`src/rtl/iir_out_quantizer_pkg.sv`:
```
// Shared constants and the round-half-up / saturate quantizer used by the IIR output stage.
// quantize() is sized by the package widths, so instances must keep IN_W/OUT_W at these defaults.
package iir_pkg;

    localparam int DEF_IN_W  = 16;
    localparam int DEF_OUT_W = 8;
    localparam int DEF_SHIFT = 4;

    localparam logic signed [DEF_IN_W:0] Q_MAX = (DEF_IN_W+1)'(2**(DEF_OUT_W-1) - 1);
    localparam logic signed [DEF_IN_W:0] Q_MIN = (DEF_IN_W+1)'(-(2**(DEF_OUT_W-1)));

    // Returns {sat, q}; the extra bit keeps the rounding add from overflowing.
    function automatic logic [DEF_OUT_W:0] quantize(input logic signed [DEF_IN_W-1:0] din,
                                                    input int shift);
        logic signed [DEF_IN_W:0] t;
        logic signed [DEF_IN_W:0] s;
        t = {din[DEF_IN_W-1], din};
        if (shift > 0) begin
            t = t + ((DEF_IN_W+1)'(1) <<< (shift - 1));
        end
        s = t >>> shift;
        if (s > Q_MAX) begin
            return {1'b1, Q_MAX[DEF_OUT_W-1:0]};
        end else if (s < Q_MIN) begin
            return {1'b1, Q_MIN[DEF_OUT_W-1:0]};
        end
        return {1'b0, s[DEF_OUT_W-1:0]};
    endfunction

endpackage

```
`src/rtl/iir_out_quantizer_if.sv`:
```
// Sample stream and diagnostics bundle between the IIR output stage and its neighbours.
interface iir_out_quantizer_if
    import iir_pkg::*;
#(
    parameter int IN_W  = DEF_IN_W,
    parameter int OUT_W = DEF_OUT_W,
    parameter int DEPTH = 4
);
    localparam int LVL_W = $clog2(DEPTH) + 1;

    logic signed [IN_W-1:0]  in_data;
    logic                    in_valid;
    logic        [OUT_W-1:0] out_data;
    logic                    out_valid;
    logic                    out_ready;
    logic        [LVL_W-1:0] fifo_level;
    logic        [7:0]       sat_cnt;
    logic        [7:0]       drop_cnt;

    modport master (
        output in_data, in_valid, out_ready,
        input  out_data, out_valid, fifo_level, sat_cnt, drop_cnt
    );

    modport slave (
        input  in_data, in_valid, out_ready,
        output out_data, out_valid, fifo_level, sat_cnt, drop_cnt
    );

endinterface

```
`src/rtl/iir_out_quantizer_sample_fifo.sv`:
```
// First-word fall-through FIFO; a push while full is taken only alongside a pop.
module sample_fifo #(
    parameter int DEPTH = 4,
    parameter int WIDTH = 8
) (
    input  logic                       clk,
    input  logic                       rst,
    input  logic                       push,
    input  logic                       pop,
    input  logic [WIDTH-1:0]           din,
    output logic [WIDTH-1:0]           dout,
    output logic [$clog2(DEPTH):0]     level,
    output logic                       full,
    output logic                       empty
);
    localparam int PTR_W = $clog2(DEPTH);
    localparam int LVL_W = PTR_W + 1;

    logic [WIDTH-1:0] mem_q [DEPTH];
    logic [PTR_W-1:0] wr_ptr_q, wr_ptr_d;
    logic [PTR_W-1:0] rd_ptr_q, rd_ptr_d;
    logic [LVL_W-1:0] level_q, level_d;
    logic             do_push;
    logic             do_pop;

    assign full  = (level_q == LVL_W'(DEPTH));
    assign empty = (level_q == '0);
    assign level = level_q;
    // Force zero when empty so the head word never shows stale storage after reset.
    assign dout  = empty ? '0 : mem_q[rd_ptr_q];

    always_comb begin
        do_pop   = pop && !empty;
        do_push  = push && (!full || do_pop);
        wr_ptr_d = wr_ptr_q;
        rd_ptr_d = rd_ptr_q;
        level_d  = level_q;
        if (do_push) begin
            wr_ptr_d = wr_ptr_q + PTR_W'(1);
        end
        if (do_pop) begin
            rd_ptr_d = rd_ptr_q + PTR_W'(1);
        end
        case ({do_push, do_pop})
            2'b10:   level_d = level_q + LVL_W'(1);
            2'b01:   level_d = level_q - LVL_W'(1);
            default: level_d = level_q;
        endcase
    end

    always_ff @(posedge clk or posedge rst) begin
        if (rst) begin
            wr_ptr_q <= '0;
            rd_ptr_q <= '0;
            level_q  <= '0;
        end else begin
            wr_ptr_q <= wr_ptr_d;
            rd_ptr_q <= rd_ptr_d;
            level_q  <= level_d;
        end
    end

    // Storage carries no reset; validity is governed entirely by level_q.
    generate
        for (genvar gi = 0; gi < DEPTH; gi++) begin : g_mem
            always_ff @(posedge clk) begin
                if (do_push && (wr_ptr_q == PTR_W'(gi))) begin
                    mem_q[gi] <= din;
                end
            end
        end
    endgenerate

endmodule

```
`src/rtl/iir_out_quantizer.sv`:
```
// IIR output stage: round/saturate to OUT_W, stage register, FWFT FIFO and diagnostic counters.
module iir_out_quantizer
    import iir_pkg::*;
#(
    parameter int IN_W  = DEF_IN_W,
    parameter int OUT_W = DEF_OUT_W,
    parameter int SHIFT = DEF_SHIFT,
    parameter int DEPTH = 4
) (
    input  logic                 clk,
    input  logic                 rst,
    iir_out_quantizer_if.slave   bus
);
    localparam int LVL_W = $clog2(DEPTH) + 1;

    logic [OUT_W:0]     qs;
    logic               stg_valid_q, stg_valid_d;
    logic [OUT_W-1:0]   stg_data_q, stg_data_d;
    logic               stg_sat_q, stg_sat_d;
    logic [7:0]         sat_cnt_q, sat_cnt_d;
    logic [7:0]         drop_cnt_q, drop_cnt_d;

    logic               fifo_push;
    logic               fifo_pop;
    logic               fifo_full;
    logic               fifo_empty;
    logic [OUT_W-1:0]   fifo_dout;
    logic [LVL_W-1:0]   fifo_level;

    assign qs = quantize(bus.in_data, SHIFT);

    always_comb begin
        stg_valid_d = bus.in_valid;
        stg_data_d  = stg_data_q;
        stg_sat_d   = stg_sat_q;
        if (bus.in_valid) begin
            stg_data_d = qs[OUT_W-1:0];
            stg_sat_d  = qs[OUT_W];
        end

        fifo_push = stg_valid_q;
        fifo_pop  = !fifo_empty && bus.out_ready;

        // Saturation is counted whether or not the sample survives the FIFO.
        sat_cnt_d = sat_cnt_q;
        if (stg_valid_q && stg_sat_q && (sat_cnt_q != 8'hFF)) begin
            sat_cnt_d = sat_cnt_q + 8'd1;
        end

        drop_cnt_d = drop_cnt_q;
        if (stg_valid_q && fifo_full && !fifo_pop && (drop_cnt_q != 8'hFF)) begin
            drop_cnt_d = drop_cnt_q + 8'd1;
        end
    end

    always_ff @(posedge clk or posedge rst) begin
        if (rst) begin
            stg_valid_q <= 1'b0;
            stg_data_q  <= '0;
            stg_sat_q   <= 1'b0;
            sat_cnt_q   <= '0;
            drop_cnt_q  <= '0;
        end else begin
            stg_valid_q <= stg_valid_d;
            stg_data_q  <= stg_data_d;
            stg_sat_q   <= stg_sat_d;
            sat_cnt_q   <= sat_cnt_d;
            drop_cnt_q  <= drop_cnt_d;
        end
    end

    sample_fifo #(
        .DEPTH (DEPTH),
        .WIDTH (OUT_W)
    ) u_fifo (
        .clk   (clk),
        .rst   (rst),
        .push  (fifo_push),
        .pop   (fifo_pop),
        .din   (stg_data_q),
        .dout  (fifo_dout),
        .level (fifo_level),
        .full  (fifo_full),
        .empty (fifo_empty)
    );

    assign bus.out_data   = fifo_dout;
    assign bus.out_valid  = !fifo_empty;
    assign bus.fifo_level = fifo_level;
    assign bus.sat_cnt    = sat_cnt_q;
    assign bus.drop_cnt   = drop_cnt_q;

endmodule

```
`src/flat_wrapper.sv`:
```
// flat-port wrapper written by rule: the top's interface ports become plain ports
module iir_out_quantizer_flat import iir_pkg::*;
#(
    parameter int IN_W  = DEF_IN_W,
    parameter int OUT_W = DEF_OUT_W,
    parameter int SHIFT = DEF_SHIFT,
    parameter int DEPTH = 4
)
  (clk, rst, bus_in_data, bus_in_valid, bus_out_ready, bus_out_data, bus_out_valid, bus_fifo_level, bus_sat_cnt, bus_drop_cnt);
  iir_out_quantizer_if #(.IN_W(IN_W), .OUT_W(OUT_W), .DEPTH(DEPTH)) bus_i ();
  input  logic clk;
  input  logic rst;
  input wire logic [$bits(bus_i.in_data)-1:0] bus_in_data;
  input wire logic [$bits(bus_i.in_valid)-1:0] bus_in_valid;
  input wire logic [$bits(bus_i.out_ready)-1:0] bus_out_ready;
  output wire logic [$bits(bus_i.out_data)-1:0] bus_out_data;
  output wire logic [$bits(bus_i.out_valid)-1:0] bus_out_valid;
  output wire logic [$bits(bus_i.fifo_level)-1:0] bus_fifo_level;
  output wire logic [$bits(bus_i.sat_cnt)-1:0] bus_sat_cnt;
  output wire logic [$bits(bus_i.drop_cnt)-1:0] bus_drop_cnt;
  assign bus_i.in_data = bus_in_data;
  assign bus_i.in_valid = bus_in_valid;
  assign bus_i.out_ready = bus_out_ready;
  assign bus_out_data = bus_i.out_data;
  assign bus_out_valid = bus_i.out_valid;
  assign bus_fifo_level = bus_i.fifo_level;
  assign bus_sat_cnt = bus_i.sat_cnt;
  assign bus_drop_cnt = bus_i.drop_cnt;
  iir_out_quantizer #(.IN_W(IN_W), .OUT_W(OUT_W), .SHIFT(SHIFT), .DEPTH(DEPTH)) u_core (.clk(clk), .rst(rst), .bus(bus_i));
endmodule
```
`config.mk`:
```
export PLATFORM = sky130hd
export DESIGN_NAME = iir_out_quantizer_flat
export DESIGN_NICKNAME = d
export VERILOG_FILES = /design/src/rtl/iir_out_quantizer_pkg.sv /design/src/rtl/iir_out_quantizer_if.sv /design/src/rtl/iir_out_quantizer_sample_fifo.sv /design/src/rtl/iir_out_quantizer.sv /design/src/flat_wrapper.sv
export SDC_FILE = /design/constraint.sdc
export NUM_CORES = 1
export LEC_CHECK = 0
export ABC_AREA = 1
export CORE_UTILIZATION = 45
export DETAILED_ROUTE_END_ITERATION = 16
export PLACE_DENSITY_LB_ADDON = 0.08
export SETUP_SLACK_MARGIN = 0.05
export SYNTH_ARGS = -nofsm -noshare
export SYNTH_HDL_FRONTEND = slang
export SYNTH_SLANG_ARGS = --single-unit
export TNS_END_PERCENT = 50
```
`constraint.sdc`:
```
create_clock -name clk -period 2.3 [get_ports clk]
set_input_delay 0.69 -clock clk [delete_from_list [all_inputs] [get_ports clk]]
set_output_delay 0.69 -clock clk [all_outputs]
set_load 0.02 [all_outputs]
```
* After elaboration in Yosys (flattened, before gate mapping)
Memory sizes are Yosys's and may differ from the RTL's. Index checks and enable logic that the tools add are counted.
Word-level totals: register bits 33, memory bits (writable) 32, input port bits 20, logic and storage cells 72, memories 1
Memory list:
- u_core.u_fifo.mem_q | depth 4, width 8, rd ports 1, clocked after Yosys merged registers in 0, write ports 1, RTL line iir_out_quantizer_sample_fifo.sv:19 | logic [WIDTH-1:0] mem_q [DEPTH];
Operators by class: $add $sub $neg 7, magnitude comparators 2, equality and inequality tests 8, mux-type cells 24, reductions and logical operators 22
Operators with widths (count):
- $mux W8 | 4
- $mux W9 | 3
- $reduce_or A8 Y1 | 3
- $add A16 B5 Y17 const B | 1
- $add A8 B1 Y8 const B | 2
- $ne A8 B8 Y1 const B | 2
- $gt A13 B8 Y1 const B | 1
- $lt A13 B8 Y1 const B | 1
- $mux W1 | 13
- $logic_and A1 B1 Y1 | 12
- $eq A2 B2 Y1 const B | 3
- $mux W2 | 3
- $pmux W3 S2 | 1
- $add A2 B1 Y2 const B | 2
- $eq A2 B1 Y1 const B | 2
- $add A3 B1 Y3 const B | 1
- $eq A3 B3 Y1 const B | 1
- $logic_not A1 Y1 | 3
- $logic_not A3 Y1 | 1
- $sub A3 B1 Y3 const B | 1
- $logic_not A2 Y1 | 1
- $reduce_bool A2 Y1 | 1
- $logic_or A1 B1 Y1 | 1

* Depth between registers and ports, before layout
depth after elaboration 13, gate-level depth with buffers 10, mapped depth without buffers 10

* Cells and area by module
Synthesis repeated with hierarchy kept, for this count alone.
Unflattened totals: cell total of the unflattened synthesis 380, area, all modules 3380.7 µm²
Modules (own cells, without submodules):
- sample_fifo | times used 1, cells each 186, area each 1840.5 µm², sequential area each 1136.1 µm²
- iir_out_quantizer | times used 1, cells each 194, area each 1540.2 µm², sequential area each 650.6 µm²

* Worst setup path before layout
OpenSTA, ideal clock, no wires.
path type reg-to-reg, from register u_core.u_fifo.level_q[0], in the netlist u_core.u_fifo.level[0], to register u_core.u_fifo.level_q[2], in the netlist u_core.u_fifo.level[2], library setup time 131 ps, data arrival time 2149 ps, data required time 2169 ps, path slack 21 ps, stages on the path, launching flop included 11, path buffers 0, path through dfrtp_1 nor2_1 nand2_1 clkinv_1 nor2_1 ha_1 inv_1 fa_1 a21oi_1 o21ai_0 xor2_1
On the way: cells in the longest elaborated chain, start to end 8, elaborated cells between the ends (all ways) 14
RTL lines:
- start: declaration | RTL line iir_out_quantizer_sample_fifo.sv:22 | logic [LVL_W-1:0] level_q, level_d;
- start signal: assignment | RTL line iir_out_quantizer_sample_fifo.sv:59 | level_q <= level_d;
- $logic_not A3 Y1 * | RTL line iir_out_quantizer_sample_fifo.sv:27 | assign empty = (level_q == '0);
- $logic_not A1 Y1 *
- net bus_out_valid | RTL line flat_wrapper.sv:17 | output wire logic [$bits(bus_i.out_valid)-1:0] bus_out_valid;
- $logic_and A1 B1 Y1 | RTL line iir_out_quantizer.sv:42 | fifo_pop = !fifo_empty && bus.out_ready;
- $logic_and A1 B1 Y1 * | RTL line iir_out_quantizer_sample_fifo.sv:33 | do_pop = pop && !empty;
- $logic_or A1 B1 Y1 | RTL line iir_out_quantizer_sample_fifo.sv:34 | do_push = push && (!full || do_pop);
- $logic_and A1 B1 Y1 | RTL line iir_out_quantizer_sample_fifo.sv:34
- $eq A2 B1 Y1 / $eq A2 B2 Y1 (equally long branches) | RTL line iir_out_quantizer_sample_fifo.sv:44 | case ({do_push, do_pop})
- $pmux W3 S2 / $reduce_bool A2 Y1 (equally long branches)
The timed path passes the listed nets; every way through them passes the cells marked *. A chain may end at the register's enable or synchronous reset.

* Final worst setup path
from register u_core.u_fifo.rd_ptr_q[0], to output port bus_out_data[5]
On the way: cells in the longest elaborated chain, start to end 2
RTL lines:
- start: declaration | RTL line iir_out_quantizer_sample_fifo.sv:21 | logic [PTR_W-1:0] rd_ptr_q, rd_ptr_d;
- start signal: assignment | RTL line iir_out_quantizer_sample_fifo.sv:58 | rd_ptr_q <= rd_ptr_d;
- $mem_v2 Z4 W8
- $mux W8 | RTL line iir_out_quantizer_sample_fifo.sv:30 | assign dout = empty ? '0 : mem_q[rd_ptr_q];
- end: declaration | RTL line flat_wrapper.sv:16 | output wire logic [$bits(bus_i.out_data)-1:0] bus_out_data;
Every way passes these cells.

==> results_tabular.tex <==
\begin{tabular}{lr}
\hline
Metric & Value \\
\hline
\multicolumn{2}{l}{\textbf{Outcome}} \\
\quad Status & complete, but fails checks \\
\quad Failing checks & design-rule violations \\
\multicolumn{2}{l}{\textbf{Clocking}} \\
\quad Clock Tree Buf Depth & 2 \\
\quad H-tree Lvls & 3 \\
\quad Root buffer cell & sky130\_fd\_sc\_hd\_\_clkbuf\_8 \\
\quad Worst skew pair latency & 340 ps \\
\quad Number of clock sinks & 65 \\
\quad Cts hold-fix bufs & 0 \\
\quad Clock slew at reported path FFs & 80 ps \\
\quad CTS tree & done \\
\quad Cts bufs inserted & 9 \\
\multicolumn{2}{l}{\textbf{Routing}} \\
\quad Post-detailed-route DRC marker count & 1 \\
\quad Total wire length & 6.25 mm \\
\quad Via Count & 2400 \\
\quad Detailed-routing iteration count for the pre-antenna-repair pass & 10 \\
\quad Routed wirelength normalized by instance count & 12.6 um \\
\quad Vias per cell & 4.82 \\
\quad Antenna-violating nets left & 0 \\
\quad Initial detailed-routing violation count & 83 \\
\multicolumn{2}{l}{\textbf{Power and ir drop}} \\
\quad Net switching power & 1.67 mW \\
\quad Share of total power consumed by net switching & 0.355 \\
\quad Pwr dens & 1100 mW/mm\^{}2 \\
\quad Internal & 3.03 mW \\
\quad Largest voltage drop on the vdd net & 0.578 mV \\
\quad Part of the total power dissipated in the clock network & 0.247 \\
\quad Static leakage & 1.89 nW \\
\quad Part of the power in registers & 0.360 \\
\quad Comb power frac & 0.392 \\
\multicolumn{2}{l}{\textbf{GRT}} \\
\quad Number of antenna violations at the first check in global routing & 0 \\
\quad Via count of the first global-routing pass & 2371 \\
\quad Residual overflow from global routing & 0 \\
\quad Largest net degree at the start of global routing & 34 \\
\quad Total global routing track utilization & 0.193 \\
\quad Wire length of the first global-routing pass & 10.7 mm \\
\multicolumn{2}{l}{\textbf{Timing}} \\
\quad Max\_slew headroom & 0.715 \\
\quad Max-slew violation count & 0 \\
\quad Final Setup Violations & 0 \\
\quad RSZ-0062 raised after global routing & true \\
\quad Transition time of the tightest slew-check pin & 427 ps \\
\quad Maximum clock rate & 456 MHz \\
\quad Post-route fraction of the period consumed by the critical path & 0.954 \\
\quad Fin crit period & 2190 ps \\
\quad Number of failing hold endpoints at the final stage & 0 \\
\quad Worst-case clock skew & 6.68 ps \\
\multicolumn{2}{l}{\textbf{Layout}} \\
\quad Number of nets in the layout & 442 \\
\quad Number of fill cells in the layout & 599 \\
\quad Diodes inserted & 0 \\
\quad Area growth from synthesis to final layout & 37.3\% \\
\quad Final cell utilization of the core & 0.635 \\
\quad Non-filler cells, final & 498 \\
\quad Ratio of cells with drive above 1 in the final layout & 0.249 \\
\multicolumn{2}{l}{\textbf{Yosys}} \\
\quad Synth cell types & 32 \\
\quad Sequential fraction of the synthesis area & 0.572 \\
\quad Gate count after technology mapping & 314 \\
\quad Summed instance area of the synthesized netlist & 0.00312 sq mm \\
\quad Number of storage elements in the synthesis netlist & 65 \\
\quad Avg Cell Area, Syn & 9.95 sq um \\
\quad Post-synth net total & 343 \\
\quad YS warnings & 0 \\
\multicolumn{2}{l}{\textbf{Worst setup path}} \\
\quad Slowest Stage Delay on Critical Path & 370 ps \\
\quad Nature of the critical path startpoint & register \\
\quad Kind of critical path & register to output pin \\
\quad Critical path cell sequence & buf\_6 -> inv\_2 -> buf\_4 -> o21ai\_0 -> a21oi\_1 -> buf\_4 \\
\quad Data required time of the critical path & 1610 ps \\
\quad Top cell by count, worst path & sky130\_fd\_sc\_hd\_\_buf\_4 \\
\quad Library cell contributing the largest single delay on the critical path & sky130\_fd\_sc\_hd\_\_dfrtp\_1 \\
\quad Depth of the worst register-to-register path & 10 \\
\quad Critical path launch point & u\_core.u\_fifo.rd\_ptr\_q[0]\$\_DFFE\_PP0N\_ \\
\quad Worst reg2reg setup slack & 300 ps \\
\quad Capture point of the worst reg-to-reg path & u\_core.u\_fifo.level[2]\$\_DFFE\_PP0P\_ \\
\quad Peak fanout along the critical path & 9 \\
\quad Startpoint of the most critical register-to-register path & u\_core.u\_fifo.level[1]\$\_DFFE\_PP0P\_ \\
\quad Kind of end point of the critical path & output pin \\
\quad Arrival time of data at the critical path endpoint & 1500 ps \\
\multicolumn{2}{l}{\textbf{Die}} \\
\quad Number of rows in the core area & 30 \\
\quad DIE WIDTH & 85.3 um \\
\quad Die extent in y & 85.3 um \\
\quad Number of top-level pins & 48 \\
\quad Core Region & 0.00676 sq mm \\
\quad Initial core utilization & 0.462 \\
\quad Area of the die & 0.00728 sq mm \\
\multicolumn{2}{l}{\textbf{Hold path}} \\
\quad Endpoint, Worst Hold & u\_core.bus.drop\_cnt[6]\$\_DFFE\_PP0P\_ \\
\quad Class of the most critical hold timing path & register to register \\
\quad Critical hold path startpoint & u\_core.bus.drop\_cnt[6]\$\_DFFE\_PP0P\_ \\
\quad Worst Hold Path Cells & 1 \\
\multicolumn{2}{l}{\textbf{Place}} \\
\quad Buffers added on ports & 44 \\
\quad Detailed placer's ending HPWL & 4.50 mm \\
\quad Last weighted congestion value of the routability-driven placer & 0.837 \\
\quad Count of placed standard cells including taps & 478 \\
\multicolumn{2}{l}{\textbf{Run}} \\
\quad Max\_cap viols & 0 \\
\hline
\end{tabular}
-- power groups by stage --
stage | clock (mW) | combinational [mW] | sequential [mW]
global route | 1.24 | 2.05 | 1.73
finish | 1.16 | 1.85 | 1.69
CTS | 1.19 | 1.86 | 1.69
floorplan | 0 | 0.943 | 1.81
detailed placement | 0 | 1.96 | 1.71
global placement | 0 | 1.92 | 1.71
-- flip-flops by register name (all words and copies together) (netlist names) --
register                count
u_core.stg_data_q           8
u_core.u_fifo.level         3
u_core.bus.sat_cnt          8
u_core.bus.drop_cnt         8
u_core.u_fifo.mem_q        32
u_core.fifo_push            1
u_core.u_fifo.rd_ptr_q      2
u_core.stg_sat_q            1
u_core.u_fifo.wr_ptr_q      2
-- cell families after synthesis --
group,after synthesis,share of synthesized area
buf+inv,38,0.0461
compound gates,41,0.0773
xor+xnor,26,0.0729
mux,1,0.00360
simple gates,134,0.190
flops,65,0.572
fa+ha+maj,9,0.0384
-- synthesized netlist by cell type --
cell type                   n  area share
sky130_fd_sc_hd__nor2_1    59       0.071
sky130_fd_sc_hd__nand2_1   46       0.055
sky130_fd_sc_hd__dfrtp_1   33        0.26
sky130_fd_sc_hd__edfxtp_1  32        0.31
sky130_fd_sc_hd__inv_1     29       0.035
sky130_fd_sc_hd__xor2_1    22       0.062
sky130_fd_sc_hd__o21ai_0   19       0.030
sky130_fd_sc_hd__a21oi_1   17       0.027
sky130_fd_sc_hd__nand3_1   12       0.019
sky130_fd_sc_hd__ha_1       8       0.032
sky130_fd_sc_hd__clkbuf_1   4      0.0048
sky130_fd_sc_hd__nand4_1    4      0.0080
sky130_fd_sc_hd__xnor2_1    4       0.011
sky130_fd_sc_hd__a21oi_2    2      0.0056
sky130_fd_sc_hd__clkinv_1   2      0.0024
sky130_fd_sc_hd__inv_2      2      0.0024
sky130_fd_sc_hd__nand2_2    2      0.0040
sky130_fd_sc_hd__nor2_2     2      0.0040
sky130_fd_sc_hd__nor2_4     2      0.0072
sky130_fd_sc_hd__a21oi_4    1      0.0052
sky130_fd_sc_hd__a31oi_1    1      0.0020
sky130_fd_sc_hd__and2_1     1      0.0020
sky130_fd_sc_hd__buf_2      1      0.0016
sky130_fd_sc_hd__fa_1       1      0.0064
sky130_fd_sc_hd__mux2_2     1      0.0036
sky130_fd_sc_hd__nand2_4    1      0.0036
sky130_fd_sc_hd__nand3_2    1      0.0032
sky130_fd_sc_hd__nand3_4    1      0.0056
sky130_fd_sc_hd__nor3_1     1      0.0016
sky130_fd_sc_hd__nor3_2     1      0.0032
sky130_fd_sc_hd__nor4_1     1      0.0020
sky130_fd_sc_hd__o31ai_4    1      0.0068
-- placed cells by master, fill, tap and decap left out, types with 2 or more instances in the layout --
cell                               n
sky130_fd_sc_hd__inv_2             2
sky130_fd_sc_hd__clkinvlp_4        2
sky130_fd_sc_hd__ha_1              7
sky130_fd_sc_hd__nand3_1          12
sky130_fd_sc_hd__nor2_1           58
sky130_fd_sc_hd__inv_1            29
sky130_fd_sc_hd__clkdlybuf4s50_1  32
sky130_fd_sc_hd__edfxtp_1         32
sky130_fd_sc_hd__a21oi_2           8
sky130_fd_sc_hd__dlymetal6s2s_1    3
sky130_fd_sc_hd__nor2_4            3
sky130_fd_sc_hd__buf_2             6
sky130_fd_sc_hd__nor2_2            2
sky130_fd_sc_hd__o21ai_0          18
sky130_fd_sc_hd__bufinv_16         3
sky130_fd_sc_hd__clkinv_2          2
sky130_fd_sc_hd__buf_4            49
sky130_fd_sc_hd__a21oi_1          11
sky130_fd_sc_hd__xor2_1           22
sky130_fd_sc_hd__dfrtp_1          33
sky130_fd_sc_hd__nand2_2           7
sky130_fd_sc_hd__nand4_1           4
sky130_fd_sc_hd__xnor2_1           4
sky130_fd_sc_hd__clkbuf_8          9
sky130_fd_sc_hd__nand2_1          41
-- repair_timing --
item,4_1_cts,5_1_grt
pin swaps,0,8
setup buffers,0,4
gates resized for setup,33,21
endpoints found under the hold margin,0,0
endpoints found under the setup margin,9,14
-- per-layer routing --
layer / share of wire / vias to the layer above / global-route usage / wire, um
met5: 0 / - / 0 / 0
li1: - / 1217 / - / -
met4: 0.012 / 0 / 0.0818 / 74
met1: 0.44 / 1133 / 0.240 / 2780
met3: 0.039 / 7 / 0.0496 / 242
met2: 0.50 / 43 / 0.322 / 3160
-- through the flow --
stage	cell area, sq um	setup TNS (ps)	power, mW	hold slack (ps)	setup slack (ps)
after floorplan	3130	0	2.75	476	95.7
after global placement	3980	-2250	3.63	483	-236
after detailed placement	3980	-2680	3.67	489	-287
after CTS	4190	0	4.74	504	7.33
after global routing	4290	0	5.02	521	15.8
final	4290	0	4.71	499	106
-- how the worst max path moves through the flow --
| stage | slack, ps | end | depth (start not counted) |
|---|---|---|---|
| floorplan | 100 | u_core.u_fifo.level[2]$_DFFE_PP0P_ | 10 |
| global placement | -240 | u_core.u_fifo.level[2]$_DFFE_PP0P_ | 10 |
| detailed placement | -290 | u_core.stg_data_q[1]$_DFFE_PP0P_ | 11 |
| CTS | 7 | bus_out_data[3] | 6 |
| global route | 20 | bus_out_data[5] | 6 |
| finish | 110 | bus_out_data[5] | 6 |
-- final cells by class --
class | count | area, sq um | area share
inverter | 33 | 125 | 0.0292
multi-input combinational | 211 | 1240 | 0.289
sequential | 65 | 1790 | 0.417
timing repair buffer | 93 | 796 | 0.186
tap | 80 | 100 | 0.0233
clock buffer | 9 | 124 | 0.0289
clock inverter | 7 | 119 | 0.0277
-- worst max-delay path, delay by kind of cell, from the launching register on --
family / cells / cell delay, ps
buffers and inverters: 4 / 490
flip-flops: 1 / 370
AO/OA/AOI/OAI: 2 / 310
No activity file was read; power rests on OpenSTA's default activity.
